[src/rtl/da_dct8_stream.sv]
// 8-point 1-D DCT-II engine using distributed arithmetic.
// It has valid/ready streaming on both sides, a butterfly front end and saturating outputs.
//
// Ports:
//   clk, rst              : clock and synchronous active-high reset
//   in_valid/in_ready     : sample handshake
//   in_data[DW]           : signed sample x[n], n = 0..7 in arrival order
//   out_valid/out_ready   : coefficient handshake
//   out_data[OW]          : signed coefficient Y[k]
//   out_idx[3]            : k of the current coefficient
//   out_last              : high with k = NCOEF-1
//   busy                  : high in any state other than LOAD
module da_dct8_stream #(
  parameter int DW    = 12,
  parameter int OW    = 16,
  parameter int SHIFT = 14,
  parameter int NCOEF = 8
) (
  input  logic          clk,
  input  logic          rst,
  input  logic          in_valid,
  output logic          in_ready,
  input  logic [DW-1:0] in_data,
  output logic          out_valid,
  input  logic          out_ready,
  output logic [OW-1:0] out_data,
  output logic [2:0]    out_idx,
  output logic          out_last,
  output logic          busy
);

  localparam int CW = 16;
  localparam int RW = CW + 3;
  localparam int AW = DW + CW + 6;
  localparam int BW = DW + 1;

  localparam logic signed [AW-1:0] YMAX =
    {{(AW-OW+1){1'b0}}, {(OW-1){1'b1}}};
  localparam logic signed [AW-1:0] YMIN =
    {{(AW-OW+1){1'b1}}, {(OW-1){1'b0}}};

  typedef enum logic [2:0] {
    LOAD, BFLY, ACC, SCALE, OUT
  } state_t;

  // cos(m*pi/16) in Q2.14 for m = 0..8
  function automatic int cos_tab(input int m);
    case (m)
      0:       return 16384;
      1:       return 16069;
      2:       return 15137;
      3:       return 13623;
      4:       return 11585;
      5:       return 9102;
      6:       return 6270;
      7:       return 3196;
      default: return 0;
    endcase
  endfunction

  function automatic int cos_q(input int m);
    int r;
    r = m % 32;
    if (r > 16) r = 32 - r;
    if (r > 8) return -cos_tab(16 - r);
    return cos_tab(r);
  endfunction

  function automatic int coef(input int k, input int n);
    if (k == 0) return 11585;
    return cos_q((2*n + 1) * k);
  endfunction

  // Partial-sum entry: address bit 3 selects n=0, bit 0 selects n=3.
  function automatic int rom_val(input int k, input int a);
    int s;
    s = 0;
    for (int n = 0; n < 4; n++)
      if (a[3-n]) s += coef(k, n);
    return s;
  endfunction

  function automatic logic [8*16*RW-1:0] rom_init();
    logic [8*16*RW-1:0] v;
    v = '0;
    for (int k = 0; k < 8; k++)
      for (int a = 0; a < 16; a++)
        v[(k*16 + a)*RW +: RW] = RW'(rom_val(k, a));
    return v;
  endfunction

  localparam logic [8*16*RW-1:0] ROM = rom_init();

  state_t r_state;
  state_t w_next;

  logic signed [DW-1:0] r_x [8];
  logic [2:0]           r_cnt;
  logic [BW-1:0]        r_s [4];
  logic [BW-1:0]        r_d [4];
  logic [4:0]           r_bit;
  logic signed [AW-1:0] r_acc [8];
  logic signed [OW-1:0] r_y [8];
  logic [2:0]           r_k;
  logic                 r_ov;
  logic [OW-1:0]        r_od;
  logic [2:0]           r_oi;
  logic                 r_ol;

  logic [3:0]           w_sa;
  logic [3:0]           w_da;
  logic signed [RW-1:0] w_part [8];
  logic signed [AW-1:0] w_sh [8];
  logic signed [OW-1:0] w_y [8];

  assign in_ready  = (r_state == LOAD);
  assign busy      = (r_state != LOAD);
  assign out_valid = r_ov;
  assign out_data  = r_od;
  assign out_idx   = r_oi;
  assign out_last  = r_ol;

  always_ff @(posedge clk) begin
    if (rst) r_state <= LOAD;
    else     r_state <= w_next;
  end

  always_comb begin
    w_next = r_state;
    unique case (r_state)
      LOAD:
        if (in_valid && r_cnt == 3'd7)
          w_next = BFLY;
      BFLY:  w_next = ACC;
      ACC:
        if (r_bit == '0)
          w_next = SCALE;
      SCALE: w_next = OUT;
      OUT:
        if (r_ov && r_ol && out_ready)
          w_next = LOAD;
      default: w_next = LOAD;
    endcase
  end

  // Shift registers present the current bit at the MSB, so
  // processing is MSB (sign) first: acc = -P, then 2*acc + P.
  assign w_sa = {r_s[0][BW-1], r_s[1][BW-1],
                 r_s[2][BW-1], r_s[3][BW-1]};
  assign w_da = {r_d[0][BW-1], r_d[1][BW-1],
                 r_d[2][BW-1], r_d[3][BW-1]};

  always_comb begin
    for (int k = 0; k < 8; k++) begin
      w_part[k] = ROM[(k*16 + int'((k % 2 == 0) ? w_sa : w_da))*RW +: RW];
    end
  end

  always_comb begin
    for (int k = 0; k < 8; k++) begin
      w_sh[k] = r_acc[k] >>> SHIFT;
      if (w_sh[k] > YMAX)      w_y[k] = OW'(YMAX);
      else if (w_sh[k] < YMIN) w_y[k] = OW'(YMIN);
      else                     w_y[k] = OW'(w_sh[k]);
    end
  end

  always_ff @(posedge clk) begin
    if (rst) begin
      r_cnt <= '0;
      r_bit <= '0;
      r_k   <= '0;
      r_ov  <= 1'b0;
      r_od  <= '0;
      r_oi  <= '0;
      r_ol  <= 1'b0;
    end else begin
      case (r_state)
        LOAD: begin
          if (in_valid) begin
            r_x[r_cnt] <= in_data;
            r_cnt      <= r_cnt + 3'd1;
          end
        end
        BFLY: begin
          for (int n = 0; n < 4; n++) begin
            r_s[n] <= BW'(r_x[n]) + BW'(r_x[7-n]);
            r_d[n] <= BW'(r_x[n]) - BW'(r_x[7-n]);
          end
          r_bit <= 5'(DW);
        end
        ACC: begin
          for (int k = 0; k < 8; k++) begin
            if (r_bit == 5'(DW))
              r_acc[k] <= -(AW'(w_part[k]));
            else
              r_acc[k] <= (r_acc[k] <<< 1) + AW'(w_part[k]);
          end
          for (int n = 0; n < 4; n++) begin
            r_s[n] <= r_s[n] << 1;
            r_d[n] <= r_d[n] << 1;
          end
          r_bit <= r_bit - 5'd1;
        end
        SCALE: begin
          for (int k = 0; k < 8; k++)
            r_y[k] <= w_y[k];
          r_k <= '0;
        end
        OUT: begin
          if (!r_ov || out_ready) begin
            if (r_ov && r_ol) begin
              r_ov <= 1'b0;
            end else begin
              r_ov <= 1'b1;
              r_od <= r_y[r_k];
              r_oi <= r_k;
              r_ol <= (r_k == 3'(NCOEF-1));
              r_k  <= r_k + 3'd1;
            end
          end
        end
        default: ;
      endcase
    end
  end

endmodule
[config.mk]
export PLATFORM = sky130hd
export DESIGN_NAME = da_dct8_stream
export DESIGN_NICKNAME = d
export VERILOG_FILES = /design/src/rtl/da_dct8_stream.sv
export SDC_FILE = /design/constraint.sdc
export NUM_CORES = 2
export LEC_CHECK = 0
export BUFFER_PORTS_ARGS = -buffer_cell sky130_fd_sc_hd__buf_2
export CORE_MARGIN = 2
export CORE_UTILIZATION = 65
export CTS_BUF_LIST = sky130_fd_sc_hd__clkbuf_8
export DETAILED_ROUTE_END_ITERATION = 6
export PLACE_DENSITY = 0.82
export SYNTH_ARGS = -nofsm -noshare
export SYNTH_HDL_FRONTEND = slang
export SYNTH_SLANG_ARGS = --single-unit
[constraint.sdc]
create_clock -name clk -period 11.97 [get_ports clk]
set_clock_uncertainty 0.15 [all_clocks]
set_input_delay 1.197 -clock clk [delete_from_list [all_inputs] [get_ports clk]]
set_output_delay 1.197 -clock clk [all_outputs]
set_load 0.005 [all_outputs]
==> metrics <==
status=complete, but fails checks; failing checks=DRC; Final Max Slew Viols=0; CP delay by family, top=compound AO/OA/AOI/OAI gates; average size of a mapped cell=9.98 µm²; Commonest cells post-synth=592 x edfxtp_1, 382 x nand2_1, 380 x ha_1; Tcrit/Tclk final=48.7%; clk sinks=630; fin area=46400 µm²; initial core utilization=65.7%; cells after synthesis=4337; Yosys cell types=102; Final setup viols=0; post-CTS setup buffer count=0; area leader, netlist=edfxtp_1; DRT Wirelength=102000 µm; GRT overflow=0; initial antenna violation count=2; Placed Area=44200 µm²; Yosys top cell area share=41.1%; via/cell ratio=6.23; top_reg_cell synth=edfxtp_1; num rows=94; wire per inst=19.1 µm; R2R Setup Slk=6140 ps; Rel. slew slack=20.8%; worst-skew pair later-pin latency=750 ps; DRT antenna net count=0; Fillers=4841; Peak Freq=172 MHz; core area=65900 µm²; Vias=33104; Crit path depth=17; Synth area leaders=edfxtp_1 41%, ha_1 11%, xnor2_1 4.2%; Worst Setup SP=r_d[2][12]; vias in the first global route=31751; Max IR drop VDD=0.000120 V; Die H=262 µm; most frequent cell after synthesis=edfxtp_1; CP required=12260 ps; first-pass GRT wire length=162000 µm; largest net degree at the start of global routing=194; critical-path cell list=inv_1 > ha_1 > inv_2 > nor2_1 > nor2_1 > o21ai_0 > ha_1 > a21o_1 > a31oi_1 > a31oi_1 > or3_1 > a31oi_1 > nor3b_1 > a2111oi_0 > o21ai_1 > xnor2_1 > o21ai_1; RR Startpoint=r_d[2][12]; final hold slack=343 ps; worst reg-to-reg path cell count=17; PwrDens=96.6 nW/µm²; GRT Total Usage=29.4%; Post-CTS Resized=0; Final min period=5830 ps; Mapped Area=43300 µm²; Leak=18.1 nW; Ys Warns=0; register bit count reported by yosys=630; Reg-to-Reg End=r_acc[1][135]; GP Congestion=0.933; Min-Delay Path Class=reg2reg; Post-synth EDFFs=592; Nets=4769; DP HPWL=72200 µm; total CTS buffers=108; setup_tns=0 ps; Die ar.=68700 µm²; most used cell, CP=a31oi_1; Die Width=262 µm; Critical Path Sink Type=flip-flop; DRC=1; clock slew at reported path FFs=60 ps; ANT cells=0; syn_nets=4749; CP Launch Type=flip-flop; crit path max fanout=18; sequential area share after synthesis=42.8%; worst setup path end=r_acc[1][135]; IO Port Bufs=38; RSZ-0062 raised after global routing=no; layout cells sized above 1=7.48%; Area growth, synth to finish=7.32%; worst-case clock buffer depth=3; CTS tree=yes; WP buf/inv=2; max_cap viols=0; CP max stage delay=780 ps; H-tree depth=3; clk root buf=clkbuf_8; First DRT Iteration DRCs=3113; drt first pass iters=7; Slowest-stage cell, CP=edfxtp_1; asr flop ratio synth=0%; IO Count=39; worst slew pin tran=1180 ps; Final Hold Viols=0; CP arrival=6120 ps; critical path type=reg2reg; Hold Buf Count CTS=0
## worst reg2reg max path, cell delays in order, from the launching register on
cell       delay [ps]
edfxtp_1          780
inv_1             330
ha_1              720
inv_2             170
nor2_1            250
nor2_1             70
o21ai_0           530
ha_1              410
a21o_1            210
a31oi_1           190
a31oi_1           130
or3_1             330
a31oi_1           260
nor3b_1           170
a2111oi_0         440
o21ai_1           140
xnor2_1           160
o21ai_1            70
## where the power goes
group / switching (W) / internal (W) / total [W]
Sequential: 0.00000638 / 0.00239 / 0.00239
Combinational: 0.0000420 / 0.0000268 / 0.0000688
Clock: 0.000956 / 0.00107 / 0.00202
Total: 0.00100 / 0.00348 / 0.00449
## final cells by class
cell class,instances,area (µm²),share of cell area (%)
timing repair buffer,69,435,0.937
clock inverter,85,623,1.34
inverter,235,890,1.92
clock buffer,117,1610,3.47
tap,864,1080,2.33
multi-input combinational,3313,23300,50.1
sequential,630,18500,39.9
## worst min-delay path by stage
stage,start,end,slack (ps),cells after the start
4_1_cts,out_idx[2],out_idx[2],350,2
3_5_place_dp,out_idx[0],out_idx[0],330,2
5_1_grt,r_acc[1][135],r_y[7][15],370,0
3_3_place_gp,r_k[2],r_k[2],320,2
6_report,out_idx[2],out_idx[2],340,2
2_1_floorplan,r_bit[4],r_bit[4],320,2
## through the flow
step | std cells | utilization, % | total power (W) | setup slack [ps]
2_1_floorplan | 4337 | - | 0.00248 | 1540
3_3_place_gp | 5111 | 67.1 | 0.00250 | 6210
3_5_place_dp | 5111 | 67.1 | 0.00251 | 6130
4_1_cts | 5313 | 70.5 | 0.00451 | 6260
5_1_grt | 5313 | 70.5 | 0.00460 | 5810
6_report | 5313 | 70.5 | 0.00449 | 6140
## cell usage in the layout (no fill, tap or decap), types with 15 or more instances in the layout
master and n:
nand2b_1 78, edfxtp_1 592, nor3_1 48, a31oi_1 38, dfxtp_1 37, and2_1 18
nor2b_1 51, clkbuf_8 117, mux4_2 32, or3_1 29, a21oi_1 325, xnor2_1 206
inv_1 253, o21bai_1 39, o21ai_0 306, o211ai_1 15, a211oi_1 44, o31ai_1 50
buf_4 30, nand2_1 381, o21ai_1 82, mux2i_1 38, a21boi_0 20, nand3_1 91
nor2_1 297, ha_1 380, nand4_1 35, fa_1 16, xor2_1 134, clkinv_1 18
a21o_1 129, and3_1 34, buf_2 38, o21a_1 156, clkinv_2 23
## routing by layer
metal / track usage (%) / wire [µm] / vias up
met5: 0 / 27 / -
met4: 11.4 / 3680 / 4
met3: 3.72 / 5930 / 211
met2: 50.0 / 49100 / 1022
met1: 38.5 / 42900 / 15807
li1: - / - / 16060
## sequential cells by signal, indices dropped and copies added, names as in the netlist, 5 cells and up
| signal | flops |
|---|---|
| out_data | 16 |
| r_acc | 271 |
| r_bit | 5 |
| r_d | 50 |
| r_s | 50 |
| r_x | 96 |
| r_y | 128 |
## cell families (layout without fill, tap and decap cells)
kind of cell	after synthesis	after routing	synth area share [%]
AO/OA/AOI/OAI	1342	1342	19.5
AND/OR/NAND/NOR	1160	1160	12.8
XOR/XNOR	340	340	6.88
multiplexers	75	75	2.68
flip-flops	630	630	42.8
adder cells (fa/ha/maj)	396	396	11.7
buffers and inverters	394	506	3.56
Note: power is estimated with default switching activity, not from simulation.
